--- src/rtl/gol_pkg.sv ---
// Shared definitions for the game-of-life datapath: grid geometry defaults,
// the grid type passed from the update logic to the scan driver, and a
// counter-width helper. No logic, no latency, no flow control.
package gol_pkg;

    localparam int unsigned GOL_ROWS = 16;
    localparam int unsigned GOL_COLS = 16;

    // Bit [r][c] set means the cell at row r, column c is alive.
    typedef logic [GOL_ROWS-1:0][GOL_COLS-1:0] grid_t;

    // Scan slot phase: outputs dark while settling, then the row is lit.
    typedef enum logic {
        PH_BLANK = 1'b0,
        PH_DRIVE = 1'b1
    } scan_phase_e;

    // Bits needed to count 0..n-1, never less than one bit.
    function automatic int unsigned cnt_width(input int unsigned n);
        return (n <= 1) ? 1 : $clog2(n);
    endfunction

endpackage

--- src/rtl/led_scan_driver.sv ---
// LED matrix scan driver: snapshots the live grid each frame and lights it
//   one row at a time, with a dark blanking gap at the start of every row slot.
// Latency: all outputs registered; a grid change shows from the next frame start.
// Backpressure: none; free-running while enable=1, enable=0 blanks and rearms.
//
// Ports:
//   clock       rising-edge clock for all state
//   reset       asynchronous active-high reset, blanks the board immediately
//   enable      scan enable; low forces blank and restarts the frame
//   grid        live cell map, bit [r][c] = cell lit
//   row_drive   one-hot row select, active-high
//   col_drive   column data of the selected row, active-high
//   frame_done  one-cycle pulse in the first cycle of every frame
module led_scan_driver
    import gol_pkg::*;
#(
    parameter int unsigned ROWS         = GOL_ROWS,
    parameter int unsigned COLS         = GOL_COLS,
    parameter int unsigned BLANK_CYCLES = 64,
    parameter int unsigned DWELL_CYCLES = 1024
) (
    input  logic                       clock,
    input  logic                       reset,
    input  logic                       enable,
    input  logic [ROWS-1:0][COLS-1:0]  grid,
    output logic [ROWS-1:0]            row_drive,
    output logic [COLS-1:0]            col_drive,
    output logic                       frame_done
);

    localparam int unsigned SLOT  = BLANK_CYCLES + DWELL_CYCLES;
    localparam int unsigned ROW_W = cnt_width(ROWS);
    localparam int unsigned CNT_W = cnt_width(SLOT);

    localparam logic [ROW_W-1:0] ROW_LAST  = ROW_W'(ROWS - 1);
    localparam logic [CNT_W-1:0] CNT_LAST  = CNT_W'(SLOT - 1);
    localparam logic [CNT_W-1:0] CNT_BLANK = CNT_W'(BLANK_CYCLES);

    logic [ROW_W-1:0]           row_q,        row_d;
    logic [CNT_W-1:0]           cnt_q,        cnt_d;
    logic [ROWS-1:0][COLS-1:0]  snap_q,       snap_d;
    // Set once the current frame has been started; cleared by reset and by
    // enable=0 so the next enabled edge is treated as a fresh frame start.
    logic                       run_q,        run_d;
    logic [ROWS-1:0]            row_drive_q,  row_drive_d;
    logic [COLS-1:0]            col_drive_q,  col_drive_d;
    logic                       frame_done_q, frame_done_d;

    scan_phase_e                phase_d;
    logic                       frame_start;

    // Next scan position and snapshot.
    always_comb begin
        row_d       = row_q;
        cnt_d       = cnt_q;
        snap_d      = snap_q;
        run_d       = run_q;
        frame_start = 1'b0;

        if (!enable) begin
            row_d = '0;
            cnt_d = '0;
            run_d = 1'b0;
        end else if (!run_q) begin
            // First enabled edge after reset or enable rise: restart at row 0.
            row_d       = '0;
            cnt_d       = '0;
            run_d       = 1'b1;
            frame_start = 1'b1;
        end else if (cnt_q == CNT_LAST) begin
            cnt_d = '0;
            if (row_q == ROW_LAST) begin
                row_d       = '0;
                frame_start = 1'b1;
            end else begin
                row_d = row_q + ROW_W'(1);
            end
        end else begin
            cnt_d = cnt_q + CNT_W'(1);
        end

        // Taking the snapshot only at frame start keeps a frame tear-free.
        if (frame_start) begin
            snap_d = grid;
        end
    end

    // Phase and output decode of the next state, so the pins come straight
    // from flops and row/col switch together with the counter.
    always_comb begin
        phase_d      = (cnt_d < CNT_BLANK) ? PH_BLANK : PH_DRIVE;
        row_drive_d  = '0;
        col_drive_d  = '0;
        frame_done_d = frame_start;

        if (enable && (phase_d == PH_DRIVE)) begin
            row_drive_d[row_d] = 1'b1;
            col_drive_d        = snap_d[row_d];
        end
    end

    always_ff @(posedge clock or posedge reset) begin
        if (reset) begin
            row_q        <= '0;
            cnt_q        <= '0;
            snap_q       <= '0;
            run_q        <= 1'b0;
            row_drive_q  <= '0;
            col_drive_q  <= '0;
            frame_done_q <= 1'b0;
        end else begin
            row_q        <= row_d;
            cnt_q        <= cnt_d;
            snap_q       <= snap_d;
            run_q        <= run_d;
            row_drive_q  <= row_drive_d;
            col_drive_q  <= col_drive_d;
            frame_done_q <= frame_done_d;
        end
    end

    assign row_drive  = row_drive_q;
    assign col_drive  = col_drive_q;
    assign frame_done = frame_done_q;

endmodule

--- config.mk ---
export PLATFORM = sky130hd
export DESIGN_NAME = led_scan_driver
export DESIGN_NICKNAME = d
export VERILOG_FILES = /design/src/rtl/gol_pkg.sv /design/src/rtl/led_scan_driver.sv
export SDC_FILE = /design/constraint.sdc
export NUM_CORES = 1
export LEC_CHECK = 0
export ABC_AREA = 1
export BUFFER_PORTS_ARGS = -buffer_cell sky130_fd_sc_hd__buf_2
export CAP_MARGIN = 25
export CORE_MARGIN = 1
export CORE_UTILIZATION = 50
export CTS_CLUSTER_DIAMETER = 150
export DETAILED_ROUTE_END_ITERATION = 10
export PLACE_DENSITY = 0.77
export SYNTH_ARGS = -nofsm -noshare
export SYNTH_HDL_FRONTEND = slang
export SYNTH_SLANG_ARGS = --single-unit
--- constraint.sdc ---
create_clock -name clock -period 9.95 [get_ports clock]
set_input_delay 0.995 -clock clock [delete_from_list [all_inputs] [get_ports clock]]
set_output_delay 0.995 -clock clock [all_outputs]
set_load 0.01 [all_outputs]
# --- Yosys cells after proc, flatten, opt, wreduce, memory -nomap -nowiden ---
# Cells that the tools add are included.
totals:
  regBits: 305
  out_inout_bits: 33
  wordCells: 51
classes:
  add_sub_neg: 2
  n_lt_le_gt_ge: 3
  eq_ne: 2
  muxes: 20
  reduce_logical: 2
ops:
  columns: ["cell", "count"]
  rows:
  - ["256-bit two-way mux", 1]
  - ["16-bit binary-select mux with 4-bit select", 1]
  - ["16-bit two-way mux", 3]
  - ["11-bit two-way mux", 3]
  - ["4-bit two-way mux", 4]
  - ["11-bit by 1-bit adder with 11-bit output (second input constant)", 1]
  - ["11-bit equality test (second input constant)", 1]
  - ["11-bit by 7-bit less-than comparator with 1-bit output (second input constant)", 1]
  - ["1-bit two-way mux", 7]
  - ["4-bit by 5-bit less-than comparator with 1-bit output (second input constant)", 1]
  - ["4-bit by 1-bit adder with 4-bit output (second input constant)", 1]
  - ["1-bit demux with 4-bit select", 1]
  - ["4-bit equality test (second input constant)", 1]
  - ["4-bit by 1-bit greater-or-equal comparator with 1-bit output (second input constant)", 1]
  - ["1-bit logical AND", 2]

# --- Depth between registers and ports, before layout ---
# Gate-level depths: netlist (run 1).
logic_depth:
  depth_word: 10
  mapped_depth: 17
  depth_no_buf: 15

# --- Least setup slack after synthesis (run 1) ---
# OpenSTA, ideal clock, no wires.
synth_path:
  kind: "input -> register"
  startpoint: "in enable"
  endpoint: "reg col_drive_q[12] (netlist: col_drive[12])"
  setup_ns: 0.114
  arrival_time_ns: 2.368
  path_slack_ns: 7.467
  stages: 11
  path_cell_list: "buf_2 > nand2_1 > inv_1 > nand2_2 > nor2_1 > nand2_1 > nor2_1 > buf_2 > o21ai_1 > nand3_1 > nor2_1"
synth_via:
  elab_chain_cells: 5
  elab_cells_between_ends: 10
  classes_between: "1 x order compare; 8 x mux; 1 x reduce/logical"
synth_rtl:
  columns: ["element", "line", "text"]
  rows:
  - ["from (decl)", "led_scan_driver.sv:24", "input logic enable,"]
  - ["11-bit two-way mux or 1-bit two-way mux (tied branches)", "led_scan_driver.sv:60", "if (!enable) begin"]
  - ["11-bit by 7-bit less-than comparator with 1-bit output or 256-bit two-way mux (tied branches)", "led_scan_driver.sv:91, led_scan_driver.sv:83", null]
  - ["1-bit two-way mux or 16-bit binary-select mux with 4-bit select (tied branches)", "led_scan_driver.sv:91, led_scan_driver.sv:98", null]
  - ["1-bit logical AND or 16-bit two-way mux (tied branches)", "led_scan_driver.sv:96, led_scan_driver.sv:98", null]
  - ["16-bit two-way mux (*)", "led_scan_driver.sv:96", "if (enable && (phase_d == PH_DRIVE)) begin"]
  - ["via col_drive_d[12]", "led_scan_driver.sv:46", "logic [COLS-1:0] col_drive_q, col_drive_d;"]
  - ["to (signal assigned)", "led_scan_driver.sv:117", "col_drive_q <= col_drive_d;"]
  - ["to (decl)", "led_scan_driver.sv:46", null]
# Mark *: on every way through the listed nets, which the timed path passes. The rest lies on a longest branch. The select of a mux whose other input is x is not followed.

==> results of run 1 <==
-- cell type report --
| type | instances | area [µm²] |
|---|---|---|
| fill | 2534 | 10800 |
| timing repair buffer | 309 | 1670 |
| inverter | 134 | 512 |
| multi-input combinational | 1404 | 5720 |
| clock inverter | 17 | 278 |
| tap | 378 | 473 |
| sequential | 305 | 7630 |
| antenna | 6 | 15.0 |
| clock buffer | 40 | 870 |
-- worst register-to-register path: stages (launching register included) --
cell and delay (ns):
dfrtp_1 0.40, ha_1 0.25, nand3_2 0.13, nor2_4 0.07, nand3_2 0.13, nand2_4 0.36, nand2_8 0.69, buf_4 0.72
buf_4 0.79, nand2_1 0.12, nand2_1 0.15, nor2_1 0.06, nor2_1 0.13, nand2_1 0.06, nand2_1 0.05, nand3_1 0.12
nor2_1 0.19
-- synthesized netlist by cell type --
cell / instances
o21ai_1: 20
xor2_1: 2
buf_4: 8
clkinv_2: 1
buf_6: 6
nand4_1: 2
o21ai_2: 1
o21ai_0: 10
nor2_4: 4
nand3_1: 135
xnor2_1: 2
nand3_2: 2
nor3_1: 3
dfrtp_1: 305
inv_1: 129
a21oi_1: 1
or2_2: 1
nand2_1: 823
inv_2: 4
nor3b_1: 1
ha_1: 2
nor2_1: 362
nand3b_1: 25
clkbuf_1: 16
buf_2: 70
nor2_2: 3
nand2_2: 3
nand2_4: 2
-- power by group through the flow --
| stage | Combinational (mW) | Sequential [mW] | Clock (mW) |
|---|---|---|---|
| after floorplan | 0.255 | 1.42 | 0 |
| after global placement | 0.364 | 1.42 | 0 |
| after detailed placement | 0.378 | 1.43 | 0 |
| after CTS | 0.382 | 1.40 | 1.32 |
| after global routing | 0.441 | 1.42 | 1.37 |
| final | 0.387 | 1.41 | 1.30 |
-- state kept, by name, summed over array words and instances, names as in the netlist --
signal	cells
cnt_q	11
col_drive	16
run_q	1
frame_done	1
row_q	4
snap_q	256
row_drive	16
-- logic make-up after synthesis --
logic type	Yosys count	synth area share (%)
fa+ha+maj	2	0.174
simple gates	1366	38.1
xor+xnor	4	0.244
flops	305	53.1
buf+inv	234	7.25
compound gates	32	1.14
-- worst max-delay path by stage --
stage | from | endpoint | cells past startpoint
after floorplan | reset | cnt_q[0] | 1
after global placement | cnt_q[0] | col_drive[1] | 16
after detailed placement | cnt_q[0] | col_drive[1] | 16
after CTS | cnt_q[0] | col_drive[1] | 16
after global routing | cnt_q[0] | col_drive[1] | 16
final | cnt_q[0] | col_drive[1] | 16
-- metal layers --
| metal | vias up | GRT usage, % | share of wire, % |
|---|---|---|---|
| li1 | 6363 | - | - |
| met1 | 6209 | 39.8 | 41 |
| met2 | 590 | 48.8 | 46 |
| met3 | 117 | 4.97 | 8.3 |
| met4 | 2 | 13.9 | 4.5 |
| met5 | - | 0 | 0.030 |
-- metrics by stage --
stage	util (%)	worst slack [ns]	hold slack, ns	instances	power [mW]
after global routing	61.3	5.15	0.313	2590	3.22
after CTS	61.0	5.54	0.463	2583	3.10
after detailed placement	56.9	5.57	0.454	2526	1.80
after global placement	56.7	5.70	0.442	2524	1.79
final	61.3	5.45	0.313	2593	3.10
after floorplan	-	0.524	0.433	1943	1.67
==> impl_results.md, run 1 <==
* Synth warnings at 0
* Share of the synthesized area in the top cell type at 53.1%
* Clk slew on worst S/H paths at 0.07 ns
* CP max stage delay at 0.73 ns
* Logic pwr share at 12.5%
* Max cap viols at 0
* Net load switching power at 0.796 mW
* Critical path, cell by cell: ha_1, nand3_2, nor2_4, nand3_2, nand2_4, nand2_8, buf_4, buf_4, nand2_1, nand2_1, nor2_1, nor2_1, nand2_1, nand2_1, nand3_1, nor2_1
* Largest net degree at the start of global routing at 141
* Post-CTS sizing at 0
* Kind of critical path: reg2reg
* Clock network power share at a little over two fifths
* Cell taking the most area after synthesis: dfrtp_1
* I/O Buffers at 291
* DRT Wirelength at 43,900 µm
* CTS Hold Buffers Added at 0
* Gr usage total at 30.2%
* Clock root buffer: clkbuf_16
* Max Root-Sink Buffers at 3
* Clk sinks at 305
* # setup viols final at 0
* Outcome: finished clean
* Synth Register Bits at 305
* Core area at 0.0280 mm²
* TNS Setup at 0 ns
* Post-DP Area at 0.0159 mm²
* Worst r2r src: cnt_q[0]
* Worst Tran Pin Value at 1.01 ns
* Vias after detailed routing at 13,300
* Reg2Reg Setup Slack at 5.45 ns
* DRT Pass-1 Iters at 5
* Net count, final at 2,446
* Synth area leaders: dfrtp_1 53%, nand2_1 21%, nor2_1 9.5%
* Design area at 0.0172 mm²
* Sequential area share after synthesis at 53.1%
* Die Height at 172 µm
* First-pass GRT wire length at slightly below 70,000 µm
* Fraction of layout cells with a size suffix above 1 at 17.5%
* Initial Util at around half
* Post-route DRC violation count at 0
* Final Cycle Share at between 40% and 50%
* Die ar. at 0.0294 mm²
* Fin. max-slew vios at 0
* Nature of the critical path startpoint: register
* Fin. Hold Viols at 0
* Commonest cells after routing, fill and taps aside: 822 x nand2_1, 362 x nor2_1, 305 x dfrtp_1, 290 x buf_2, 135 x nand3_1
* Post-DRT Antenna Nets at 0
* Pwr Density at around 180 mW/mm²
* Syn avg cell area at 7.40 µm²
* CP bufs+invs at 2
* Clk_lat worst skew at roughly 0.57 ns
* Dpl hpwl at 29,900 µm
* Slowest stage cell on the critical path: buf_4
* Most common cell after layout, fill and taps aside: nand2_1
* Most used cell along the critical path: nand2_1
* Sequential share of power at a little under half
* Initial antenna violation count at 4
* Mapped Nets at 2,204
* CTS tree: yes
* Worst Setup End Kind: register
* CP Data Required Time at 10.44 ns
* Worst min-delay path category: in2async
* Mapped cell area at 0.0144 mm²
* Number of global-route vias before repair at between 10,000 and 15,000
* Tmin final at 4.50 ns
* Max VDD drop at roughly 140 µV
* Mapped Cells at between 1,500 and 2,000
* Per-cell routed wire length at 16.9 µm
* Internal power at 2.30 mW
* Die X at 172 µm
* I/O pin count at between 200 and 300
* # Post-CTS Setup Buffers at 0
* Unrepaired setup endpoints after global routing: false
* Initial DRC Count at 1,442
* TritonCTS Buffers at 31
* Cell variety after synth at 28
* Skew final at about 0.015 ns
* Worst Path Arrival at 4.98 ns
* DR vias/cell at between 5 and 6
* Max FO, Critical Path at 124
* Gpl congestion at 0.932
* Sw frac at 25.7%
* Area Growth Syn to Fin at 19.5%
* Lkg Pwr at 9.75 nW
* # H-tree levels at 1
* R2R Path End: col_drive[1]
* Row cnt at 61
* CP delay by family, top: simple AND/OR/NAND/NOR gates
* Remaining global-route overflow at 0
* Slew HR at about 33%
* R2R depth at 16
* Peak Freq at 222 MHz
No activity file was read; power rests on OpenSTA's default activity.
==> run 2, diff against run 1 <==
ABC_AREA = 0   (was 1)
clock period = 3.8 ns   (was 9.95 ns; I/O delays follow)
==> impl_results.md, run 2 <==
* Outcome: finished clean
* Largest net degree at the start of global routing at 221
* Gr usage total at 28.2%
* Post-CTS sizing at 0
* Grt met1 use at ~38%
* Dpl hpwl at ~30,000 µm
* N_diodes at 0
* # Post-CTS Setup Buffers at 0
* Nature of the critical path startpoint: register
* # setup viols final at 0
* DRT Wirelength at 40,500 µm
* Commonest cells after routing, fill and taps aside: 676 x nand2_1, 305 x dfrtp_1, 291 x buf_2, 62 x mux2i_1, 55 x mux2_2
* Max VDD drop at around 290 µV
* Area Growth Syn to Fin at 20.4%
* Worst hold margin at 0.0377 ns
* Row cnt at 60
* Leading register cell type out of synthesis: dfrtp_1
* CP Data Required Time at about 4.3 ns
* Gpl congestion at 0.884
* Sequential area share after synthesis at 54.3%
* Fin. max-slew vios at 0
* Synth Register Bits at 305
* Die Height at around 170 µm
* Slowest stage cell on the critical path: buf_12
* Post-layout util at 62.0%
* Non-Filler Instances at 2,126
* CTS tree: yes
* Remaining global-route overflow at 0
* Pwr Density at between 400 and 500 mW/mm²
* Final Power at 7.93 mW
* M2 GR Usage at 46.2%
* Clk slew on worst S/H paths at around 0.06 ns
* Sequential share of power at between 40% and 50%
* Sw frac at 24.8%
* Share of the synthesized area in the top cell type at ~54%
* DR vias/cell at between 5 and 6
* Post-DP Area at 0.0158 mm²
* Clk sinks at 305
* I/O Buffers at 291
* Final Cycle Share at approximately nine tenths
* I/O pin count at around 300
* CP max stage delay at 0.63 ns
* Fill cell count at ~2,300
* Per-cell routed wire length at 19.1 µm
* Logic pwr share at roughly an eighth
* Post-DRT Antenna Nets at 0
* Max cap viols at 0
* Cell taking the most area after synthesis: dfrtp_1
* Initial DRC Count at 1,240
* Tmin final at 3.46 ns
* Async SR Flop Fraction at between 90% and 100%
* Worst Path Arrival at 3.91 ns
* Cell variety after synth at 65
* Clock root buffer: clkbuf_16
* Syn avg cell area at 9.49 µm²
* Max Root-Sink Buffers at 3
* Cells after DPL at 2,071
* Most common cell in the netlist: nand2_1
* Net count, final at 1,995
* Register area at 0.00763 mm²
* CP bufs+invs at 1
* Clock network power share at between 40 and 50%
* Fin. Hold Viols at 0
* Critical path, cell by cell: ha_1, and4_1, a41oi_4, buf_12, nand2_1, a211oi_1, nor2_1, a32oi_1, nor4bb_1
* Kind of critical path: reg2reg
* Mapped Nets at 1,741
* DRT Pass-1 Iters at 6
* Worst Tran Pin Value at between 1 and 1.5 ns
* Synth warnings at 0
* Peak Freq at approximately 290 MHz
* Post-synth EDFFs at 0
* Slew HR at a little under a third
* Internal power at about 6.0 mW
* First-pass GRT wire length at 62,100 µm
* Multi-input gate area at 0.00597 mm²
* # H-tree levels at 1
* Die X at 170 µm
* CP delay by family, top: compound AO/OA/AOI/OAI gates
* Fraction of layout cells with a size suffix above 1 at 25.3%
* Unrepaired setup endpoints after global routing: false
* Design area at 0.0169 mm²
* Mapped cell area at 0.0140 mm²
* Most common cell after layout, fill and taps aside: nand2_1
* Post-synth top cells: 676 x nand2_1, 305 x dfrtp_1, 63 x mux2i_1
* Synth area leaders: dfrtp_1 54%, nand2_1 18%, mux2i_1 4.5%
* Initial antenna violation count at 0
* Skew final at 0.0144 ns
* Post-route DRC violation count at 0
* Max FO, Critical Path at 220
* Worst min-delay path category: in2reg
* Die ar. at 0.0288 mm²
* Vias after detailed routing at about 12,000
* TritonCTS Buffers at 31
* Mapped Cells at 1,480
* Worst Setup End Kind: register
* Max reg flops at 256
* Clk_lat worst skew at roughly 0.55 ns
* Top reg by flops: snap_q
* Number of global-route vias before repair at 11,400
* GR peak layer: met2
* Net load switching power at about 2 mW
* Initial Util at 51.5%
* Lkg Pwr at 9.08 nW
* Core area at 0.0273 mm²
* Met3 Use GR at under 10%
==> run 2: worst paths after layout <==
check                      cells past startpoint  slack, ns            end        start
setup reg to reg                               9       0.34  col_drive[11]     row_q[1]
min in group asynchronous                      3       0.50     snap_q[70]        reset
hold / removal                                 3       0.04     snap_q[89]     grid[89]
setup / recovery                               9       0.34  col_drive[11]     row_q[1]
max in group asynchronous                      4       2.32   row_drive[7]        reset
hold reg to reg                                2       0.47    snap_q[126]  snap_q[126]
==> run 2: power groups by stage <==
stage | registers [mW] | clock network, mW | logic, mW
finish | 3.69 | 3.22 | 1.02
detailed placement | 3.74 | 0 | 1.01
global placement | 3.73 | 0 | 0.988
global route | 3.72 | 3.39 | 1.13
CTS | 3.69 | 3.26 | 1.02
floorplan | 3.72 | 0 | 0.632
==> run 2: worst reg2reg max path: stages (launching register included) <==
cell and delay, ns:
dfrtp_1 0.45, ha_1 0.27, and4_1 0.25, a41oi_4 0.34, buf_12 0.63, nand2_1 0.40
a211oi_1 0.27, nor2_1 0.11, a32oi_1 0.36, nor4bb_1 0.26
==> run 2: cells by family after synthesis <==
kind of cell	after synthesis	share of synthesized area [%]
buf+inv	100	3.51
compound gates	140	7.80
flops	305	54.3
xor+xnor	9	0.561
simple gates	791	23.5
fa+ha+maj	2	0.178
mux	133	10.1
==> run 2: layer usage <==
metal  routed length, µm  share of wire [%]  up-vias
met4                1460                3.6        0
met5                   0                  0        -
met2               19200                 47      520
li1                    -                  -     5438
met3                3080                7.6       81
met1               16800                 41     5643
==> run 2: cell type report <==
class                      count  area share [%]
clock buffer                  41            5.11
clock inverter                12            1.26
inverter                       8           0.296
multi-input combinational   1075            35.3
sequential                   305            45.2
tap                          372            2.75
timing repair buffer         313            10.1
==> run 2: stage by stage <==
stage / setup slack, ns / TNS [ns]
2_1_floorplan: -0.637 / -194.28
3_5_place_dp: 0.471 / 0
6_report: 0.343 / 0
4_1_cts: 0.460 / 0
5_1_grt: 0.227 / 0
3_3_place_gp: 0.520 / 0
==> run 2: repair_timing <==
item / CTS / global route
endpoints found under the hold margin: 26 / 0
hold buffers: 2 / 0
setup endpoints to repair: 0 / 0
